**src/rtl/dat_seq_if.sv**
```systemverilog
// Host/phys-side bundle for dat_transfer_sequencer. Optional abort port
// exists only when SEQ_ABORT_EN is defined.
interface dat_seq_if #(parameter int BLK_W = 4);
  logic             req_valid, req_ready, req_write, req_multiple;
  logic [BLK_W-1:0] req_blocks;
  logic             fifo_okay;
  logic             phys_strobe, phys_ack, phys_write, phys_multiple;
  logic             phys_complete, phys_timeout;
  logic [2:0]       phys_token;
  logic [BLK_W-1:0] blocks_done;
  logic             busy, transfer_complete, error;
  logic [1:0]       error_code;
`ifdef SEQ_ABORT_EN
  logic             abort;
`endif

  // master = the sequencer itself
  modport master (
    input  req_valid, req_write, req_blocks, req_multiple, fifo_okay,
           phys_complete, phys_token, phys_timeout,
`ifdef SEQ_ABORT_EN
           abort,
`endif
    output req_ready, phys_strobe, phys_ack, phys_write, phys_multiple,
           blocks_done, busy, transfer_complete, error, error_code
  );

  modport slave (
    output req_valid, req_write, req_blocks, req_multiple, fifo_okay,
           phys_complete, phys_token, phys_timeout,
`ifdef SEQ_ABORT_EN
           abort,
`endif
    input  req_ready, phys_strobe, phys_ack, phys_write, phys_multiple,
           blocks_done, busy, transfer_complete, error, error_code
  );
endinterface

```
**src/rtl/dat_transfer_sequencer.sv**
```systemverilog
// Multi-block DAT transfer sequencer: one strobe/ack handshake per block,
// write-token checking with CRC retry. Define SEQ_ABORT_EN to add an abort input.
module dat_transfer_sequencer #(
  parameter int BLK_W     = 4,
  parameter int MAX_RETRY = 2,
  parameter int RETRY_W   = 2
) (
  input  logic      clock,
  input  logic      reset,
  dat_seq_if.master bus
);
  typedef enum logic [2:0] {
    S_IDLE, S_WAIT_FIFO, S_STROBE, S_CHECK, S_ACK, S_DONE, S_ERROR
  } state_t;

  localparam logic [RETRY_W-1:0] MAX_R = RETRY_W'(MAX_RETRY);

  state_t             state, state_nxt;
  logic               wr_q, mult_q, to_q, succ_q, err_q;
  logic [BLK_W-1:0]   cnt_q, done_q, done_inc;
  logic [RETRY_W-1:0] retry_q;
  logic [2:0]         tok_q;
  logic [1:0]         code_q, chk_code;
  logic               chk_succ, chk_retry, abort_hit, strobe, ack;

`ifdef SEQ_ABORT_EN
  assign abort_hit = bus.abort && (state inside {S_WAIT_FIFO, S_STROBE, S_CHECK, S_ACK});
`else
  assign abort_hit = 1'b0;
`endif

  // Block outcome from the token/timeout captured at the end of STROBE
  always_comb begin
    chk_code  = 2'd0;
    chk_succ  = 1'b0;
    chk_retry = 1'b0;
    if (to_q)                          chk_code = 2'd3;
    else if (!wr_q || tok_q == 3'b010) chk_succ = 1'b1;
    else if (tok_q == 3'b101) begin
      if (retry_q < MAX_R) chk_retry = 1'b1;
      else                 chk_code  = 2'd1;
    end else                           chk_code = 2'd2;
  end

  assign done_inc = (done_q == '1) ? done_q : done_q + 1'b1;

  always_ff @(posedge clock or negedge reset)
    if (!reset) state <= S_IDLE;
    else        state <= state_nxt;

  always_comb begin
    state_nxt = state;
    strobe    = 1'b0;
    ack       = 1'b0;
    case (state)
      S_IDLE:      if (bus.req_valid) state_nxt = S_WAIT_FIFO;
      S_WAIT_FIFO: if (bus.fifo_okay) state_nxt = S_STROBE;
      S_STROBE: begin
        strobe = 1'b1;
        if (bus.phys_complete) state_nxt = S_CHECK;
      end
      S_CHECK:     state_nxt = (chk_succ || chk_retry) ? S_ACK : S_ERROR;
      S_ACK: begin
        ack = 1'b1;
        if (!bus.phys_complete)
          state_nxt = (succ_q && done_inc == cnt_q) ? S_DONE : S_WAIT_FIFO;
      end
      S_DONE:      state_nxt = S_IDLE;
      S_ERROR: begin
        ack = 1'b1;
        if (!bus.phys_complete) state_nxt = S_IDLE;
      end
      default:     state_nxt = S_IDLE;
    endcase
    if (abort_hit) begin
      state_nxt = S_ERROR;
      strobe    = 1'b0;
    end
  end

  always_ff @(posedge clock or negedge reset) begin
    if (!reset) begin
      wr_q    <= 1'b0;
      mult_q  <= 1'b0;
      cnt_q   <= '0;
      done_q  <= '0;
      retry_q <= '0;
      tok_q   <= '0;
      to_q    <= 1'b0;
      succ_q  <= 1'b0;
      err_q   <= 1'b0;
      code_q  <= 2'd0;
    end else if (abort_hit) begin
      err_q  <= 1'b1;
      code_q <= 2'd2;
    end else begin
      case (state)
        S_IDLE: if (bus.req_valid) begin
          wr_q    <= bus.req_write;
          mult_q  <= bus.req_multiple;
          cnt_q   <= (bus.req_blocks == '0) ? BLK_W'(1) : bus.req_blocks;
          done_q  <= '0;
          retry_q <= '0;
          err_q   <= 1'b0;
          code_q  <= 2'd0;
        end
        S_STROBE: if (bus.phys_complete) begin
          tok_q <= bus.phys_token;
          to_q  <= bus.phys_timeout;
        end
        S_CHECK: begin
          succ_q <= chk_succ;
          if (chk_retry) retry_q <= retry_q + 1'b1;
          if (!chk_succ && !chk_retry) begin
            err_q  <= 1'b1;
            code_q <= chk_code;
          end
        end
        // a retried block leaves blocks_done alone so the same block is resent
        S_ACK: if (!bus.phys_complete && succ_q) begin
          done_q  <= done_inc;
          retry_q <= '0;
        end
        default: ;
      endcase
    end
  end

  assign bus.req_ready         = (state == S_IDLE);
  assign bus.busy              = (state != S_IDLE);
  assign bus.transfer_complete = (state == S_DONE);
  assign bus.phys_strobe       = strobe;
  assign bus.phys_ack          = ack;
  assign bus.phys_write        = wr_q;
  assign bus.phys_multiple     = mult_q;
  assign bus.blocks_done       = done_q;
  assign bus.error             = err_q;
  assign bus.error_code        = code_q;
endmodule

```
**src/flat_wrapper.sv**
```systemverilog
// flat-port wrapper written by rule: the top's interface ports become plain ports
module dat_transfer_sequencer_flat 
#(
  parameter int BLK_W     = 4,
  parameter int MAX_RETRY = 2,
  parameter int RETRY_W   = 2
)
  (clock, reset, bus_req_valid, bus_req_write, bus_req_blocks, bus_req_multiple, bus_fifo_okay, bus_phys_complete, bus_phys_token, bus_phys_timeout, bus_req_ready, bus_phys_strobe, bus_phys_ack, bus_phys_write, bus_phys_multiple, bus_blocks_done, bus_busy, bus_transfer_complete, bus_error, bus_error_code);
  dat_seq_if #(.BLK_W(BLK_W)) bus_i ();
  input  logic clock;
  input  logic reset;
  input wire logic [$bits(bus_i.req_valid)-1:0] bus_req_valid;
  input wire logic [$bits(bus_i.req_write)-1:0] bus_req_write;
  input wire logic [$bits(bus_i.req_blocks)-1:0] bus_req_blocks;
  input wire logic [$bits(bus_i.req_multiple)-1:0] bus_req_multiple;
  input wire logic [$bits(bus_i.fifo_okay)-1:0] bus_fifo_okay;
  input wire logic [$bits(bus_i.phys_complete)-1:0] bus_phys_complete;
  input wire logic [$bits(bus_i.phys_token)-1:0] bus_phys_token;
  input wire logic [$bits(bus_i.phys_timeout)-1:0] bus_phys_timeout;
  output wire logic [$bits(bus_i.req_ready)-1:0] bus_req_ready;
  output wire logic [$bits(bus_i.phys_strobe)-1:0] bus_phys_strobe;
  output wire logic [$bits(bus_i.phys_ack)-1:0] bus_phys_ack;
  output wire logic [$bits(bus_i.phys_write)-1:0] bus_phys_write;
  output wire logic [$bits(bus_i.phys_multiple)-1:0] bus_phys_multiple;
  output wire logic [$bits(bus_i.blocks_done)-1:0] bus_blocks_done;
  output wire logic [$bits(bus_i.busy)-1:0] bus_busy;
  output wire logic [$bits(bus_i.transfer_complete)-1:0] bus_transfer_complete;
  output wire logic [$bits(bus_i.error)-1:0] bus_error;
  output wire logic [$bits(bus_i.error_code)-1:0] bus_error_code;
  assign bus_i.req_valid = bus_req_valid;
  assign bus_i.req_write = bus_req_write;
  assign bus_i.req_blocks = bus_req_blocks;
  assign bus_i.req_multiple = bus_req_multiple;
  assign bus_i.fifo_okay = bus_fifo_okay;
  assign bus_i.phys_complete = bus_phys_complete;
  assign bus_i.phys_token = bus_phys_token;
  assign bus_i.phys_timeout = bus_phys_timeout;
  assign bus_req_ready = bus_i.req_ready;
  assign bus_phys_strobe = bus_i.phys_strobe;
  assign bus_phys_ack = bus_i.phys_ack;
  assign bus_phys_write = bus_i.phys_write;
  assign bus_phys_multiple = bus_i.phys_multiple;
  assign bus_blocks_done = bus_i.blocks_done;
  assign bus_busy = bus_i.busy;
  assign bus_transfer_complete = bus_i.transfer_complete;
  assign bus_error = bus_i.error;
  assign bus_error_code = bus_i.error_code;
  dat_transfer_sequencer #(.BLK_W(BLK_W), .MAX_RETRY(MAX_RETRY), .RETRY_W(RETRY_W)) u_core (.clock(clock), .reset(reset), .bus(bus_i));
endmodule
```
**config.mk**
```make
export PLATFORM = sky130hd
export DESIGN_NAME = dat_transfer_sequencer_flat
export DESIGN_NICKNAME = d
export VERILOG_FILES = /design/src/rtl/dat_seq_if.sv /design/src/rtl/dat_transfer_sequencer.sv /design/src/flat_wrapper.sv
export SDC_FILE = /design/constraint.sdc
export NUM_CORES = 1
export LEC_CHECK = 0
export CAP_MARGIN = 0
export CORE_ASPECT_RATIO = 1.5
export CORE_UTILIZATION = 50
export CTS_BUF_LIST = sky130_fd_sc_hd__clkbuf_4
export CTS_CLUSTER_DIAMETER = 100
export CTS_CLUSTER_SIZE = 20
export DETAILED_ROUTE_END_ITERATION = 12
export PLACE_DENSITY = 0.87
export SYNTH_ARGS = -nofsm -noshare
export SYNTH_HDL_FRONTEND = slang
export SYNTH_SLANG_ARGS = --single-unit
```
**constraint.sdc**
```tcl
create_clock -name clock -period 2.4 [get_ports clock]
set_input_delay 0.24 -clock clock [delete_from_list [all_inputs] [get_ports clock]]
set_output_delay 0.24 -clock clock [all_outputs]
set_load 0.01 [all_outputs]
```
# Yosys cells after proc, flatten, opt, wreduce, memory -nomap -nowiden

Index checks and enable logic that the tools add are counted.

$add $sub $neg: 2
$lt $le $gt $ge: 1
Equal/unequal tests: 18
Muxes and demuxes: 34
Reduce and logical (&&, ||, !) cells: 22

Operators by type and width:

| kind                                                                   | number |
|---|---|
| 3-bit two-way mux                                                      | 6 |
| 3-bit case mux with 6 select lines                                     | 1 |
| 2-bit two-way mux                                                      | 8 |
| 4-bit two-way mux                                                      | 4 |
| 3-bit equality test (second input constant)                            | 4 |
| 1-bit two-way mux                                                      | 11 |
| 2-bit != test (second input constant)                                  | 5 |
| 3-bit by 2-bit equality test with 1-bit output (second input constant) | 3 |
| 4-bit case mux with 2 select lines                                     | 1 |
| 2-bit by 1-bit != test with 1-bit output (second input constant)       | 3 |
| 2-bit case mux with 3 select lines                                     | 1 |
| 3-bit AND reduction                                                    | 2 |
| 3-bit nonzero test                                                     | 2 |
| 5-bit AND reduction                                                    | 1 |
| 4-bit by 1-bit adder with 4-bit output (second input constant)         | 1 |
| 4-bit equality test                                                    | 1 |
| 4-bit equality test (second input constant)                            | 1 |
| 1-bit zero test                                                        | 4 |
| 4-bit zero test                                                        | 1 |
| 2-bit case mux with 2 select lines                                     | 1 |
| 2-bit AND reduction                                                    | 2 |
| 4-bit AND reduction                                                    | 1 |
| 2-bit nonzero test                                                     | 2 |
| 3-bit by 1-bit equality test with 1-bit output (second input constant) | 1 |
| 7 further kinds                                                        | 10 |

Bits in registers: 23
Input port bits: 15
Output and inout bits: 14
Word-level logic and storage cells: 88

# Longest topological paths before layout

Depth in word-level cells: 9
Depth in mapped cells: 7

# Least setup slack after synthesis

OpenSTA, ideal clock, no wires.

Path type: reg-to-reg
Start: register u_core.done_q[1], in the netlist u_core.bus.blocks_done[1]
End: register u_core.state[2]
Library setup time: 0.074 ns
Arrival time: 1.699 ns
Data required time: 2.326 ns
Path slack: 0.627 ns
Stages on the path, launching flop included: 7
Period minus slack after synthesis: 1.773 ns
Path through: dfrtp_1 > ha_1 > xnor2_1 > a21oi_1 > or3_1 > a211o_1 > o21ai_2

Cells in the longest elaborated chain, start to end: 7

Ends and longest elaborated chain:

| item                                                                                 | RTL line                      | text |
|---|---|---|
| start: declaration                                                                   | dat_transfer_sequencer.sv:20  | `logic [BLK_W-1:0] cnt_q, done_q, done_inc;` |
| start signal: assignment                                                             | dat_transfer_sequencer.sv:121 | `done_q <= done_inc;` |
| 4-bit by 1-bit adder with 4-bit output / 4-bit equality test (equally long branches) | dat_transfer_sequencer.sv:45  | `assign done_inc = (done_q == '1) ? done_q : done_q + 1'b1;` |
| 4-bit two-way mux (*)                                                                | dat_transfer_sequencer.sv:45  |  |
| 4-bit equality test (*)                                                              | dat_transfer_sequencer.sv:66  | `state_nxt = (succ_q && done_inc == cnt_q) ? S_DONE : S_WAIT_FIFO;` |
| 1-bit logical AND (*)                                                                | dat_transfer_sequencer.sv:66  |  |
| 3-bit two-way mux (*)                                                                | dat_transfer_sequencer.sv:66  |  |
| 3-bit two-way mux (*)                                                                | dat_transfer_sequencer.sv:65  | `if (!bus.phys_complete)` |
| 3-bit case mux with 6 select lines (*)                                               | dat_transfer_sequencer.sv:55  | `case (state)` |
| end signal: assignment                                                               | dat_transfer_sequencer.sv:49  | `else state <= state_nxt;` |
| end: declaration                                                                     | dat_transfer_sequencer.sv:18  | `state_t state, state_nxt;` |

Every way passes the cells marked *; elsewhere a longest branch is shown, timed or not. The select of a mux whose other input is x is not followed.
A chain may end at the register's enable or synchronous reset.

# Worst setup path after layout

Start: register u_core.state[1]
End: output bus_phys_strobe

Cells in the longest elaborated chain, start to end: 2

Ends and longest elaborated chain:

| item                                           | RTL line                     | text |
|---|---|---|
| 3-bit by 2-bit equality test with 1-bit output | dat_transfer_sequencer.sv:55 |  |
| 1-bit two-way mux                              | dat_transfer_sequencer.sv:55 |  |
| end: declaration                               | flat_wrapper.sv:21           | `output wire logic [$bits(bus_i.phys_strobe)-1:0] bus_phys_strobe;` |

No other way between the ends.

==> metrics.cfg <==
[finish]
area_delta_synth_final_pct=22.7
design_area_mm2=0.00167
layout-drive-gt1-share_pct=13.5
diodes=0
nFillCells=201
final_nets=180
fin_util_pct=66.6
final_cells=199

[placed_design]
hpwl_mm=2.08
place.gp.congestion=0.844
placed_area_mm2=0.00164
placedCellCount=195
io_buffers=28

[clocking]
post_cts_buffers=0
cts_tree=built
clock-root-buffer=clkbuf_4
cts.reportedPaths.clkPinSlew_ns=0.12
cts_resized=0
cts_sinks=23
worstSkewPairLatency_ns=0.30
clockBufferDepth=2
hold_buffers=0
cts_max_level=1
cts_made_buffers=3

[sta]
layout_min_cycle_time_ns=2.09
hold_viol=0
rsz0062_at_grt=false
final-setup-viol-count=0
setup_tns_ns=0
fmax_mhz=478
clock_skew_ns=0.00329
fin_crit_sh_pct=87.1
slew_viol_final=0
worst_slew_pin_slew_ns=0.598
relSlewSlack_pct=59.7

[yosys]
ys.flop_type=dfrtp_1
synth.most_common_cell=dfrtp_1
ys_types=43
yosysWarnings=0
yosys.area.top_type_share_pct=42.3
synth_top_family_by_area=simple AND/OR/NAND/NOR gates
synth_compound_area_share_pct=16.7
ys_seq_area_share_pct=42.3
synth_area_mm2=0.00136
synth_xor_area_share_pct=2.58
synthArstFlopShare_pct=100
ys_ff_latch=23
synthTopCellsByArea=dfrtp_1 (42%), mux2_2 (7.5%), nor2_1 (4.1%)
synth_top_cell_by_area=dfrtp_1
synth_nets=154
postSynthAreaPerCell_um2=9.86
synth_common_cells=dfrtp_1 (23), nor2_1 (15), a21oi_1 (9), mux2_2 (9), nand2_1 (9)
synthSimpleGateAreaFrac_pct=22.1
synthAdderAreaFrac_pct=0.920
synth_cells=138
yosys-mux-area-fraction_pct=10.4
synth-edff-count=0

[job]
drv_cap=0

[route]
drc=0
drtIter0Drc=29
routedWlPerCell_um=13.5
vias=1109
antenna_left=0
drt-vias-per-instance=5.57
drt-total-wl_mm=2.69
first_pass_iters=4

[critical_path]
worstReg2RegStart=u_core.bus.blocks_done[0]$_DFFE_PN0P_
crit_path_end_kind=output port
worstPathMaxFanout=11
critical_path_class=reg -> out
rr_worst_depth=6
startpoint_type=flip-flop
rrSetupSlack_ns=0.46
crit_arrival_ns=1.85
worst_ep_required_time_ns=2.16
crit_start=u_core.state[1]$_DFFE_PN0P_

[floorplan]
die_y_um=65.9
coreArea_mm2=0.00250
rows=22
initial_core_util_pct=54.3
pin_count=29
die_x_um=44.6
die_area_mm2=0.00294

[global_routing]
track_usage_pct=20.9
grt_overflow=0
first_global_vias=1058
grt_first_pass_wirelength_mm=4.64
grt_max_degree=24
antenna_found_initial=0

[power_and_ir_drop]
p_leak_nw=0.642
power_density_mw_per_mm2=1080
p_clk_share_pct=10.4
p_comb_share_pct=47.7
internal_power_w=0.00110
seq_power_share_pct=41.8
peakVddDrop_uv=622
switchingPower_w=0.000702
swShare_pct=39.0

[worst_hold_path]
hold_path.class=in -> async

[run_status]
status=completed

## sequential cells by signal (all words and copies together), names as in the netlist
signal / flops
u_core.state: 3
u_core.cnt_q: 4
u_core.bus.error_code: 2
u_core.tok_q: 3
u_core.succ_q: 1
u_core.retry_q: 2
u_core.bus.phys_multiple: 1
u_core.to_q: 1
u_core.bus.error: 1
u_core.bus.blocks_done: 4
u_core.bus.phys_write: 1
## through the flow
stage	setup WS, ns	power, W	hold slack [ns]
6_report	0.310	0.00180	0.268
5_1_grt	0.243	0.00193	0.288
4_1_cts	0.293	0.00181	0.281
3_5_place_dp	0.485	0.00163	0.488
3_3_place_gp	0.565	0.00158	0.492
2_1_floorplan	0.627	0.00135	-0.0556
## final cells by class
| class | instances | area (µm²) | share of cell area (%) |
|---|---|---|---|
| tap | 36 | 45.0 | 2.70 |
| multi-input combinational | 103 | 716 | 42.9 |
| clock buffer | 4 | 30.0 | 1.80 |
| inverter | 4 | 15.0 | 0.900 |
| timing repair buffer | 29 | 288 | 17.2 |
| sequential | 23 | 576 | 34.5 |
## cell families after synthesis
kind of cell,Yosys count
xor+xnor,4
fa+ha+maj,1
flops,23
buf+inv,12
mux,13
compound gates,33
simple gates,52
## placed cells by master, fill, tap and decap left out, types with 5 or more instances in the layout
cell type,Yosys,routed
nand2_1,9,9
clkdlybuf4s50_1,0,28
dfrtp_1,23,23
mux2_2,9,9
nor3_1,5,5
o21ai_0,5,5
nor2_1,15,15
a21oi_1,9,9
## power groups by stage
stage	registers, W	clock network [W]	logic, W
6_report	0.000753	0.000188	0.000859
5_1_grt	0.000785	0.000201	0.000948
4_1_cts	0.000754	0.000187	0.000869
3_5_place_dp	0.000763	0	0.000866
3_3_place_gp	0.000747	0	0.000837
2_1_floorplan	0.000672	0	0.000675
## routing by layer
metal,global-route usage (%),up-vias,routed length (µm)
met5,0,-,0
met4,5.68,0,23
met3,3.55,2,105
met2,36.9,26,1430
met1,25.4,534,1130
li1,-,547,-
## worst paths after layout
check                                          endpoint
max                                     bus_phys_strobe
min                         u_core.tok_q[0]$_DFFE_PN0P_
max reg2reg                 u_core.state[2]$_DFFE_PN0P_
min reg2reg                u_core.bus.error$_DFFE_PN0P_
max in group asynchronous   u_core.cnt_q[2]$_DFFE_PN0P_
min in group clock         u_core.bus.error$_DFFE_PN0P_
## critical path, cell delays in order, from the launching register on
cell and delay (ns):
dfrtp_1 0.60, nor3b_1 0.34, clkdlybuf4s50_1 0.60
(Power assumes the default switching activity.)
==> variant: new RTL, same flow settings <==
`RETRY_W` is set to 2 in 2 places; all go to 4.
--- a/src/rtl/dat_transfer_sequencer.sv
+++ b/src/rtl/dat_transfer_sequencer.sv
@@ -4,5 +4,5 @@
   parameter int BLK_W     = 4,
   parameter int MAX_RETRY = 2,
-  parameter int RETRY_W   = 2
+  parameter int RETRY_W   = 4
 ) (
   input  logic      clock,
--- a/src/flat_wrapper.sv
+++ b/src/flat_wrapper.sv
@@ -4,5 +4,5 @@
   parameter int BLK_W     = 4,
   parameter int MAX_RETRY = 2,
-  parameter int RETRY_W   = 2
+  parameter int RETRY_W   = 4
 )
   (clock, reset, bus_req_valid, bus_req_write, bus_req_blocks, bus_req_multiple, bus_fifo_okay, bus_phys_complete, bus_phys_token, bus_phys_timeout, bus_req_ready, bus_phys_strobe, bus_phys_ack, bus_phys_write, bus_phys_multiple, bus_blocks_done, bus_busy, bus_transfer_complete, bus_error, bus_error_code);
Formal check against the unedited RTL: no difference found for any inputs over 10 cycles, from zero or initial values and one cycle with reset low; that may be too few to reach the edited logic, so the function may still have changed.
==> variant against the unedited design <==
- count of clock-buffer cells in the layout unchanged
- worst setup slack worse by 0.0028 ns
- die area increased by 5.2%
- clock power is 10% higher
- area after synthesis increased by 5.4%
- routed wire length increased by 15%
- non-clock buffer count is the same
- sequential cell count grew 2
- total power up 5.9%
- sequential power grew 4.6%
- utilization is 2.0 points lower
- register-to-register slack lost 0.04 ns
- design area increased by 4.7%
- highest routed layer unchanged
==> variant: results (changes against the unedited design) <==
Reg clk slew, reported paths 0.14 ns (was 0.12 ns); mux cell area share after synthesis 0.0908 (was 0.104); Total GRT Usage 0.225 (was 0.209); FP Rows 23 (was 22); xor/xnor share of the synthesized area 0.0122 (was 0.0258); initial antenna violation count 0 (unchanged); run status completed (unchanged); vias in the first global route 1099 (was 1058); DRT iter0 DRCs 26 (was 29); layout cells sized above 1 0.133 (was 0.135); ranking of synthesized cells by area dfrtp_1 (44%), mux2_2 (6.3%), inv_1 (2.9%) (was dfrtp_1 (42%), mux2_2 (7.5%), nor2_1 (4.1%)); nets 184 (was 180); syn nets 157 (was 154); Yosys top cell area share 0.436 (was 0.423); largest net degree at the start of global routing 26 (was 24); Area after DPL 0.00172 mm² (was 0.00164 mm²); DP HPWL 2370 µm (was 2080 µm); Crit Path Max Fanout 14 (was 11); Fin Clk Skew 0.00603 ns (was 0.00329 ns); Synth Area in Compound Gates 0.142 (was 0.167); drt total wl 3090 µm (was 2690 µm); post-synthesis sequential area ratio 0.436 (was 0.423); Worst Reg-to-Reg Cells 5 (was 6); global-route wire length before repair 4970 µm (was 4640 µm); routability cong. 0.824 (was 0.844); Yosys cell types 45 (was 43); most frequent cells after synthesis dfrtp_1 (25), inv_1 (11), nand2_1 (11) (was dfrtp_1 (23), nor2_1 (15), a21oi_1 (9), mux2_2 (9), nand2_1 (9)); worst skew pair latency 0.33 ns (was 0.30 ns); via count 1157 (was 1109)
variant: cell types whose count changed after synthesis, sizes merged, moves of 3 or more:
cell,before,now
inv,4,11
nand3b,0,4
nor2,15,11
and2,3,0
o211ai,0,3
o221ai,3,0
variant: through the flow:
| stage | setup slack [ns] | total power [mW] | util | instances | hold WS [ns] |
|---|---|---|---|---|---|
| after floorplan | 0.790 | 1.40 | - | 140 | -0.0556 |
| after global placement | 0.701 | 1.65 | 0.635 | 199 | 0.492 |
| after detailed placement | 0.575 | 1.71 | 0.635 | 199 | 0.507 |
| after CTS | 0.316 | 1.91 | 0.646 | 203 | 0.259 |
| after global routing | 0.209 | 2.04 | 0.646 | 203 | 0.290 |
| final | 0.307 | 1.90 | 0.646 | 203 | 0.247 |
variant: final cells by class:
cell class / count / area (µm²)
clock buffers: 4 / 30.0
repair buffers: 29 / 288
inverters: 11 / 41.3
well taps: 37 / 46.3
fillers: 226 / 957
flip-flops and latches: 25 / 626
multi-input cells: 97 / 717
variant: critical path, cell delays in order, from the launching register on:
cell             delay (ns)
dfrtp_1                0.56
nor2_1                 0.29
nand2_1                0.10
inv_1                  0.06
clkdlybuf4s50_1        0.52
variant: cells by family (layout without fill, tap and decap cells):
kind of cell	Yosys count	after routing
muxes	12	12
xor gates and xnor gates	2	2
AOI/OAI and AO/OA	29	29
and+or+nand+nor	52	52
buffers and inverters	18	44
DFF	25	25
adders and majority gates	2	2
variant: per-layer routing:
layer / routed length, µm / up-vias / share of wire / global-route usage
met5: 0 / - / 0 / 0
met4: 87 / 0 / 0.028 / 0.129
met2: 1630 / 39 / 0.53 / 0.382
li1: - / 555 / - / -
met3: 130 / 9 / 0.042 / 0.0294
met1: 1250 / 554 / 0.40 / 0.265
variant: final timing paths:
path / slack (ns) / start / end
min reg2reg: 0.53 / u_core.bus.error / u_core.bus.error
min in group clock: 0.46 / bus_phys_timeout / u_core.to_q
max in group asynchronous: 1.91 / reset / u_core.bus.blocks_done[0]
min: 0.25 / reset / u_core.tok_q[0]
max: 0.31 / u_core.state[0] / bus_req_ready
max reg2reg: 0.42 / u_core.bus.blocks_done[0] / u_core.state[2]
variant: report_power, final:
part           total, mW  switching [mW]  internal, mW
sequential         0.788           0.202         0.586
clock              0.207           0.131        0.0767
combinational      0.910           0.422         0.487
